`src/rtl/regfile_wr_arbiter_if.sv`:
```
// Writeback-source request bundle for the register-file write-port arbiter.
// The master side is the writeback sources and the slave side is the arbiter.
interface regfile_wr_arbiter_if #(
  parameter int unsigned N_REQ = 4
);
  logic [N_REQ-1:0]    i_req_valid;
  logic [N_REQ-1:0]    i_req_lock;
  logic [5*N_REQ-1:0]  i_req_waddr;
  logic [32*N_REQ-1:0] i_req_wdata;
  logic [N_REQ-1:0]    o_req_ready;

  modport master (
    output i_req_valid, i_req_lock, i_req_waddr, i_req_wdata,
    input  o_req_ready
  );

  modport slave (
    input  i_req_valid, i_req_lock, i_req_waddr, i_req_wdata,
    output o_req_ready
  );
endinterface

```
`src/rtl/regfile_wr_arbiter.sv`:
```
// Shares the register-file write port among up to four writeback sources, with an optional bounded lock.
// Define RR_ARB_EN for round-robin arbitration; if it is left undefined, the lowest valid index wins.
module regfile_wr_arbiter #(
  parameter int unsigned N_REQ    = 4,
  parameter int unsigned MAX_LOCK = 8
) (
  input  logic                i_clk,
  input  logic                i_rst_n,
  input  logic                i_stall,
  regfile_wr_arbiter_if.slave req_if,
  output logic                o_we,
  output logic [4:0]          o_waddr,
  output logic [31:0]         o_wdata,
  output logic [1:0]          o_grant_id,
  output logic                o_locked
);

  typedef enum logic {ST_ARB, ST_LOCKED} state_t;

  state_t      r_state, w_state_nxt;
  logic [1:0]  r_owner, w_owner_nxt;
  logic [7:0]  r_cnt, w_cnt_nxt;

  logic [3:0]  w_valid4;
  logic [3:0]  w_lock4;
  logic [4:0]  w_addr4 [4];
  logic [31:0] w_data4 [4];
  logic [3:0]  w_ready4;
  logic [1:0]  w_win;
  logic        w_win_vld;
  logic [1:0]  w_sel;
  logic        w_hs;
  logic        w_force;

`ifdef RR_ARB_EN
  logic [1:0]  r_ptr;
  logic [1:0]  w_ptr_nxt;
  logic [2:0]  w_idx;
`endif

  // Pad the request bundle to four slots so index arithmetic stays 2 bits wide.
  always_comb begin
    w_valid4 = '0;
    w_lock4  = '0;
    for (int unsigned k = 0; k < 4; k++) begin
      w_addr4[k[1:0]] = '0;
      w_data4[k[1:0]] = '0;
    end
    w_valid4[N_REQ-1:0] = req_if.i_req_valid;
    w_lock4[N_REQ-1:0]  = req_if.i_req_lock;
    for (int unsigned k = 0; k < N_REQ; k++) begin
      w_addr4[k[1:0]] = req_if.i_req_waddr[5*k +: 5];
      w_data4[k[1:0]] = req_if.i_req_wdata[32*k +: 32];
    end
  end

`ifdef RR_ARB_EN
  always_comb begin
    w_win     = '0;
    w_win_vld = 1'b0;
    w_idx     = '0;
    for (int unsigned k = 0; k < N_REQ; k++) begin
      w_idx = {1'b0, r_ptr} + 3'(k);
      if (w_idx >= 3'(N_REQ)) w_idx = w_idx - 3'(N_REQ);
      if (!w_win_vld && w_valid4[w_idx[1:0]]) begin
        w_win     = w_idx[1:0];
        w_win_vld = 1'b1;
      end
    end
  end
`else
  always_comb begin
    w_win     = '0;
    w_win_vld = 1'b0;
    for (int unsigned k = 0; k < N_REQ; k++) begin
      if (!w_win_vld && w_valid4[k[1:0]]) begin
        w_win     = k[1:0];
        w_win_vld = 1'b1;
      end
    end
  end
`endif

  assign w_sel = (r_state == ST_ARB) ? w_win : r_owner;

  always_comb begin
    w_ready4 = '0;
    if (i_rst_n && !i_stall) begin
      if (r_state == ST_ARB) begin
        if (w_win_vld) w_ready4[w_win] = 1'b1;
      end else begin
        w_ready4[r_owner] = w_valid4[r_owner];
      end
    end
  end

  assign req_if.o_req_ready = w_ready4[N_REQ-1:0];
  assign w_hs    = |w_ready4;
  assign w_force = (r_state == ST_LOCKED) && (r_cnt == 8'(MAX_LOCK - 1));

  // Forced release also applies in a stalled cycle. This ensures the lock cannot outlive MAX_LOCK cycles.
  always_comb begin
    w_state_nxt = r_state;
    w_owner_nxt = r_owner;
    w_cnt_nxt   = r_cnt;
    case (r_state)
      ST_ARB: begin
        if (w_hs && w_lock4[w_sel]) begin
          w_state_nxt = ST_LOCKED;
          w_owner_nxt = w_sel;
          w_cnt_nxt   = '0;
        end
      end
      ST_LOCKED: begin
        w_cnt_nxt = r_cnt + 8'd1;
        if ((w_hs && !w_lock4[w_sel]) || w_force) begin
          w_state_nxt = ST_ARB;
          w_cnt_nxt   = '0;
        end
      end
      default: w_state_nxt = ST_ARB;
    endcase
  end

  always_ff @(posedge i_clk) begin
    if (!i_rst_n) begin
      r_state    <= ST_ARB;
      r_owner    <= '0;
      r_cnt      <= '0;
      o_we       <= 1'b0;
      o_waddr    <= '0;
      o_wdata    <= '0;
      o_grant_id <= '0;
      o_locked   <= 1'b0;
    end else begin
      r_state  <= w_state_nxt;
      r_owner  <= w_owner_nxt;
      r_cnt    <= w_cnt_nxt;
      o_locked <= (w_state_nxt == ST_LOCKED);
      o_we     <= w_hs && (w_addr4[w_sel] != '0);
      if (w_hs) begin
        o_waddr    <= w_addr4[w_sel];
        o_wdata    <= w_data4[w_sel];
        o_grant_id <= w_sel;
      end
    end
  end

`ifdef RR_ARB_EN
  assign w_ptr_nxt = (w_sel == 2'(N_REQ - 1)) ? 2'd0 : w_sel + 2'd1;

  always_ff @(posedge i_clk) begin
    if (!i_rst_n) begin
      r_ptr <= '0;
    end else if (w_hs || w_force) begin
      r_ptr <= w_ptr_nxt;
    end
  end
`endif

endmodule
```
`src/flat_wrapper.sv`:
```
// flat-port wrapper written by rule: the top's interface ports become plain ports
module regfile_wr_arbiter_flat 
#(
  parameter int unsigned N_REQ    = 4,
  parameter int unsigned MAX_LOCK = 8
)
  (i_clk, i_rst_n, i_stall, o_we, o_waddr, o_wdata, o_grant_id, o_locked, req_if_i_req_valid, req_if_i_req_lock, req_if_i_req_waddr, req_if_i_req_wdata, req_if_o_req_ready);
  regfile_wr_arbiter_if #(.N_REQ(N_REQ)) req_if_i ();
  input  logic i_clk;
  input  logic i_rst_n;
  input  logic i_stall;
  output logic o_we;
  output logic [4:0] o_waddr;
  output logic [31:0] o_wdata;
  output logic [1:0] o_grant_id;
  output logic o_locked;
  input wire logic [$bits(req_if_i.i_req_valid)-1:0] req_if_i_req_valid;
  input wire logic [$bits(req_if_i.i_req_lock)-1:0] req_if_i_req_lock;
  input wire logic [$bits(req_if_i.i_req_waddr)-1:0] req_if_i_req_waddr;
  input wire logic [$bits(req_if_i.i_req_wdata)-1:0] req_if_i_req_wdata;
  output wire logic [$bits(req_if_i.o_req_ready)-1:0] req_if_o_req_ready;
  assign req_if_i.i_req_valid = req_if_i_req_valid;
  assign req_if_i.i_req_lock = req_if_i_req_lock;
  assign req_if_i.i_req_waddr = req_if_i_req_waddr;
  assign req_if_i.i_req_wdata = req_if_i_req_wdata;
  assign req_if_o_req_ready = req_if_i.o_req_ready;
  regfile_wr_arbiter #(.N_REQ(N_REQ), .MAX_LOCK(MAX_LOCK)) u_core (.i_clk(i_clk), .i_rst_n(i_rst_n), .i_stall(i_stall), .req_if(req_if_i), .o_we(o_we), .o_waddr(o_waddr), .o_wdata(o_wdata), .o_grant_id(o_grant_id), .o_locked(o_locked));
endmodule
```
`config.mk`:
```
export PLATFORM = sky130hd
export DESIGN_NAME = regfile_wr_arbiter_flat
export DESIGN_NICKNAME = d
export VERILOG_FILES = /design/src/rtl/regfile_wr_arbiter_if.sv /design/src/rtl/regfile_wr_arbiter.sv /design/src/flat_wrapper.sv
export SDC_FILE = /design/constraint.sdc
export NUM_CORES = 1
export LEC_CHECK = 0
export CORE_ASPECT_RATIO = 1.25
export CORE_UTILIZATION = 55
export DETAILED_ROUTE_END_ITERATION = 8
export DONT_BUFFER_PORTS = 1
export PLACE_DENSITY = 0.81
export SYNTH_ARGS = -nofsm -noshare
export SYNTH_HDL_FRONTEND = slang
export SYNTH_SLANG_ARGS = --single-unit
```
`constraint.sdc`:
```
create_clock -name i_clk -period 2.7 [get_ports i_clk]
set_input_delay 0.405 -clock i_clk [delete_from_list [all_inputs] [get_ports i_clk]]
set_output_delay 0.405 -clock i_clk [all_outputs]
set_load 0.01 [all_outputs]
```
Word-level counts from Yosys, hierarchy flattened
Cells that the tools add are included.
{ "word_totals": {"ff_bits": 51, "in_bits": 159} }
{ "classes": {"n_mux": 31, "n_addsub": 1, "reduce_logical": 19, "n_lt_le_gt_ge": 6, "eq_ne": 2, "bitwise": 3} }
{ "ops": {"columns": ["cell", "n"], "rows": [
  ["$bmux W32 S2", 1],
  ["$mux W32", 2],
  ["$mux W8", 2],
  ["$pmux W8 S2", 1],
  ["$mux W4", 3],
  ["$mux W1", 11],
  ["$bmux W5 S2", 1],
  ["$logic_and A1 B1 Y1", 10],
  ["$mux W5", 2],
  ["$lt A2 B3 Y1 const B", 3],
  ["$add A8 B1 Y8 const B", 1],
  ["$eq A8 B3 Y1 const B", 1],
  ["$mux W2", 3],
  ["$logic_not A1 Y1", 5],
  ["$reduce_bool A5 Y1", 1],
  ["$and A4 B4 Y4", 1],
  ["$bmux W1 S2", 2],
  ["$demux W1 S2", 2],
  ["$ge A2 B1 Y1 const B", 2],
  ["$reduce_or A4 Y1", 1],
  ["$ge A3 B3 Y1 const B", 1],
  ["$not A2 Y3", 1],
  ["$ne A2 B2 Y1 const B", 1],
  ["$pmux W1 S2", 1],
  ["3 further kinds", 3]
]} }

Logic depth before layout (Yosys ltp)
{ "depth": {"depth_word": 22, "depth_mapped": 9, "depth_no_buf": 6} }

Worst setup path before layout
No wires, ideal clock.
{ "synth_path": {"path_type": "register to register", "start": "reg, netlist name u_core.o_locked", "end": "reg u_core.r_cnt[4]", "n_path_buf": 3, "t_arrival_ns": 2.231, "t_required_ns": 2.557, "slack_ns": 0.326, "stages_incl_launch_ff": 9, "setup_time_ns": 0.143, "cell_sequence": "dfxtp_1 buf_6 nand2b_1 clkbuf_1 o211a_4 buf_6 mux4_2 o21ai_0 o221ai_1"} }
{ "synth_rtl": {"columns": ["item", "line", "rtl"], "rows": [
  ["end signal, assigned", "regfile_wr_arbiter.sv:138", "r_cnt <= w_cnt_nxt;"],
  ["end, declared", "regfile_wr_arbiter.sv:22", "logic [7:0] r_cnt, w_cnt_nxt;"]
]} }

==> results.yml <==
setup_path:
  crit_type: "flip-flop to flip-flop"
  cp-end-kind: "flip-flop"
  cp-start-kind: "flip-flop"
  arrival_ns: 2.60
  cpPeakStageDelay_ns: 0.63
  critPathMaxFanout: 13
  crit_slowest_cell: "dfxtp_1"
  cp_cell_sequence: "nand2b_1 -> o211a_4 -> mux4_2 -> o21ai_0 -> o221ai_1"
  critPathRequiredTime_ns: 2.87
clock_tree:
  clock-sinks: 51
  cts_tree: "built"
  clockBufferDepth: 2
  cts-root-buf: "clkbuf_8"
  clkTransAtPathRegs_ns: 0.09
  numCtsBuffers: 5
  clock_latency_ns: 0.30
  post-cts-setup-buffer-count: 0
  holdBufCountCts: 0
  htree_levels: 2
  cts_resized: 0
synth:
  synth_compound_area_share_pct: 33.1
  synth_top_area_share_pct: 28.7
  synthesis.nets: 641
  synth-seq-area-share_pct: 28.7
  synth_cells: 481
  synth_cell_type_count: 52
  synthXorXnorAreaFrac_pct: 0.246
  synthMuxAreaShare_pct: 8.41
  yosysWarnings: 0
  async_reset_ff_share_pct: 0
  synth_area_mm2: 0.00356
  yosys.area_share.adder_pct: 0.352
  yosys.area.top_type: "dfxtp_1"
  syn_avg_cell_area_um2: 7.40
  synth-edff-count: 0
  synth_top_family_by_area: "compound AO/OA/AOI/OAI gates"
  synth_area_leaders: "dfxtp_1 29%, nand2_1 12%, a211oi_1 6.5%"
  synthFlopType: "dfxtp_1"
  synth-simple-area-share_pct: 20.3
  ys_ff_latch: 51
timing:
  fin_crit_ns: 2.43
  maxSlewHeadroom_pct: 51.5
  rsz0062_at_grt: "no"
  clock.fmax_mhz: 411
  tightest_slew_ns: 0.727
  tns_ns: 0
  hold_viol: 0
  fin_skew_ns: 0.00863
  timing.final.max_slew_violations: 0
  setup_viol: 0
  fin_ws_ns: 0.268
  final.period_utilization_pct: 90.1
placement:
  dpl.hpwl_mm: 7.91
  place_ws_ns: 0.301
  port_buffers: 0
  gp_congestion: 0.909
min_path:
  min_path_type: "input port to flip-flop"
grt:
  grt_overflow_total: 0
  antenna_found_initial: 1
  grt_use_total_pct: 30.4
  grt_pass1_vias: 3395
  grt_start_max_net_pins: 43
  grt_first_pass_wirelength_mm: 15.9
die:
  num_rows: 32
  die_h_um: 91.9
  die-area_mm2: 0.00680
  core-area_mm2: 0.00621
  start_util_pct: 57.3
  die_x_um: 73.9
  io-pin-count: 204
final_layout:
  final_common_cell: "nand2_1"
  drive_above_1_share_pct: 12.1
  nFillCells: 564
  syn_to_final_growth_pct: 4.96
  diodes: 0
  layout_common_cells: "111 x nand2_1, 51 x dfxtp_1, 32 x inv_1, 31 x a211oi_1, 24 x nand3_1"
  nets: 622
power:
  leakage_nw: 1.37
  cellPowerDensity_mw_per_mm2: 488
  power.share.switching_pct: 31.1
  clkPwrFrac_pct: 28.4
  vdd_drop_max_v: 0.000261
  p_int_mw: 1.26
  power_frac_comb_pct: 24.8
  power_switching_uw: 567
  p_seq_share_pct: 46.8
routing:
  wl_per_cell_um: 19.2
  route.detailed.drc: 0
  via_per_inst: 6.62
  vias: 3621
  routed_wl_mm: 10.5
  dr.pass1.iters: 4
  ant_nets: 0
  drt_iter0_markers: 144
flow_run:
  cap_viol_max_count: 0
outcome:
  status: "complete, no violations"
## metal layers
layer | part of all wire, % | track usage [%] | wire length, um | vias to the layer above
met2 | 51 | 53.7 | 5330 | 193
met5 | 0.12 | 0 | 13 | -
met1 | 37 | 32.3 | 3880 | 1688
li1 | - | - | - | 1709
met4 | 3.8 | 14.7 | 404 | 2
met3 | 8.4 | 8.02 | 885 | 29
## registers in the layout, summed over array words and instances (netlist names)
name	cells
u_core.o_grant_id	2
u_core.o_locked	1
u_core.o_waddr	5
u_core.o_wdata	32
u_core.o_we	1
u_core.r_cnt	8
u_core.r_owner	2
## stage by stage
step	power [mW]	instances	utilization (%)	cell area (um2)	hold slack [ns]
after detailed placement	1.32	540	58.5	3630	0.491
after global placement	1.30	540	58.5	3630	0.484
after floorplan	1.22	481	-	3560	0.467
after global routing	1.91	547	60.2	3730	0.209
final	1.82	547	60.2	3730	0.206
after CTS	1.83	547	60.2	3730	0.196
## cell type report
type / count / area [um2] / area share [%]
clock buffer: 6 / 72.6 / 1.94
timing repair buffer: 19 / 155 / 4.16
clock inverter: 1 / 30.0 / 0.804
tap: 85 / 106 / 2.85
multi-input combinational: 352 / 2220 / 59.6
inverter: 33 / 124 / 3.32
sequential: 51 / 1020 / 27.3
## critical path: cells and delay by family (launching register included)
kind | cells | cell delay [ns]
compound gates | 3 | 0.85
flops | 1 | 0.63
mux | 1 | 0.59
simple gates | 1 | 0.24
## synth_stat cells (all sizes together) (5+ instances only)
library cell  instances
o2111ai               9
nand3                24
a311o                14
a21o                 20
nor2                 10
buf                   7
a21oi                23
o21ai                 5
inv                  32
clkbuf               38
a31oi                20
o211ai               12
nand2               111
a211oi               31
dfxtp                51
mux2                 19
## logic make-up after synthesis
kind of cell	count (synthesis)
fa+ha+maj	1
xor+xnor	1
compound gates	158
mux	25
buf+inv	78
flops	51
simple gates	167
## final timing paths
kind                         start                  to  slack [ns]  cells after the start
max reg2reg        u_core.o_locked     u_core.r_cnt[4]        0.27                      5
min reg2reg     u_core.o_wdata[14]  u_core.o_wdata[14]        0.51                      2
min          req_if_i_req_valid[0]   u_core.r_owner[0]        0.21                      1
max                u_core.o_locked     u_core.r_cnt[4]        0.27                      5
## power groups by stage
| stage | Clock [mW] | Combinational [mW] | Sequential (mW) |
|---|---|---|---|
| 5_1_grt | 0.557 | 0.499 | 0.857 |
| 3_5_place_dp | 0 | 0.447 | 0.869 |
| 4_1_cts | 0.529 | 0.448 | 0.852 |
| 6_report | 0.518 | 0.452 | 0.853 |
| 2_1_floorplan | 0 | 0.365 | 0.854 |
| 3_3_place_gp | 0 | 0.433 | 0.869 |
No activity file was read; power rests on OpenSTA's default activity.
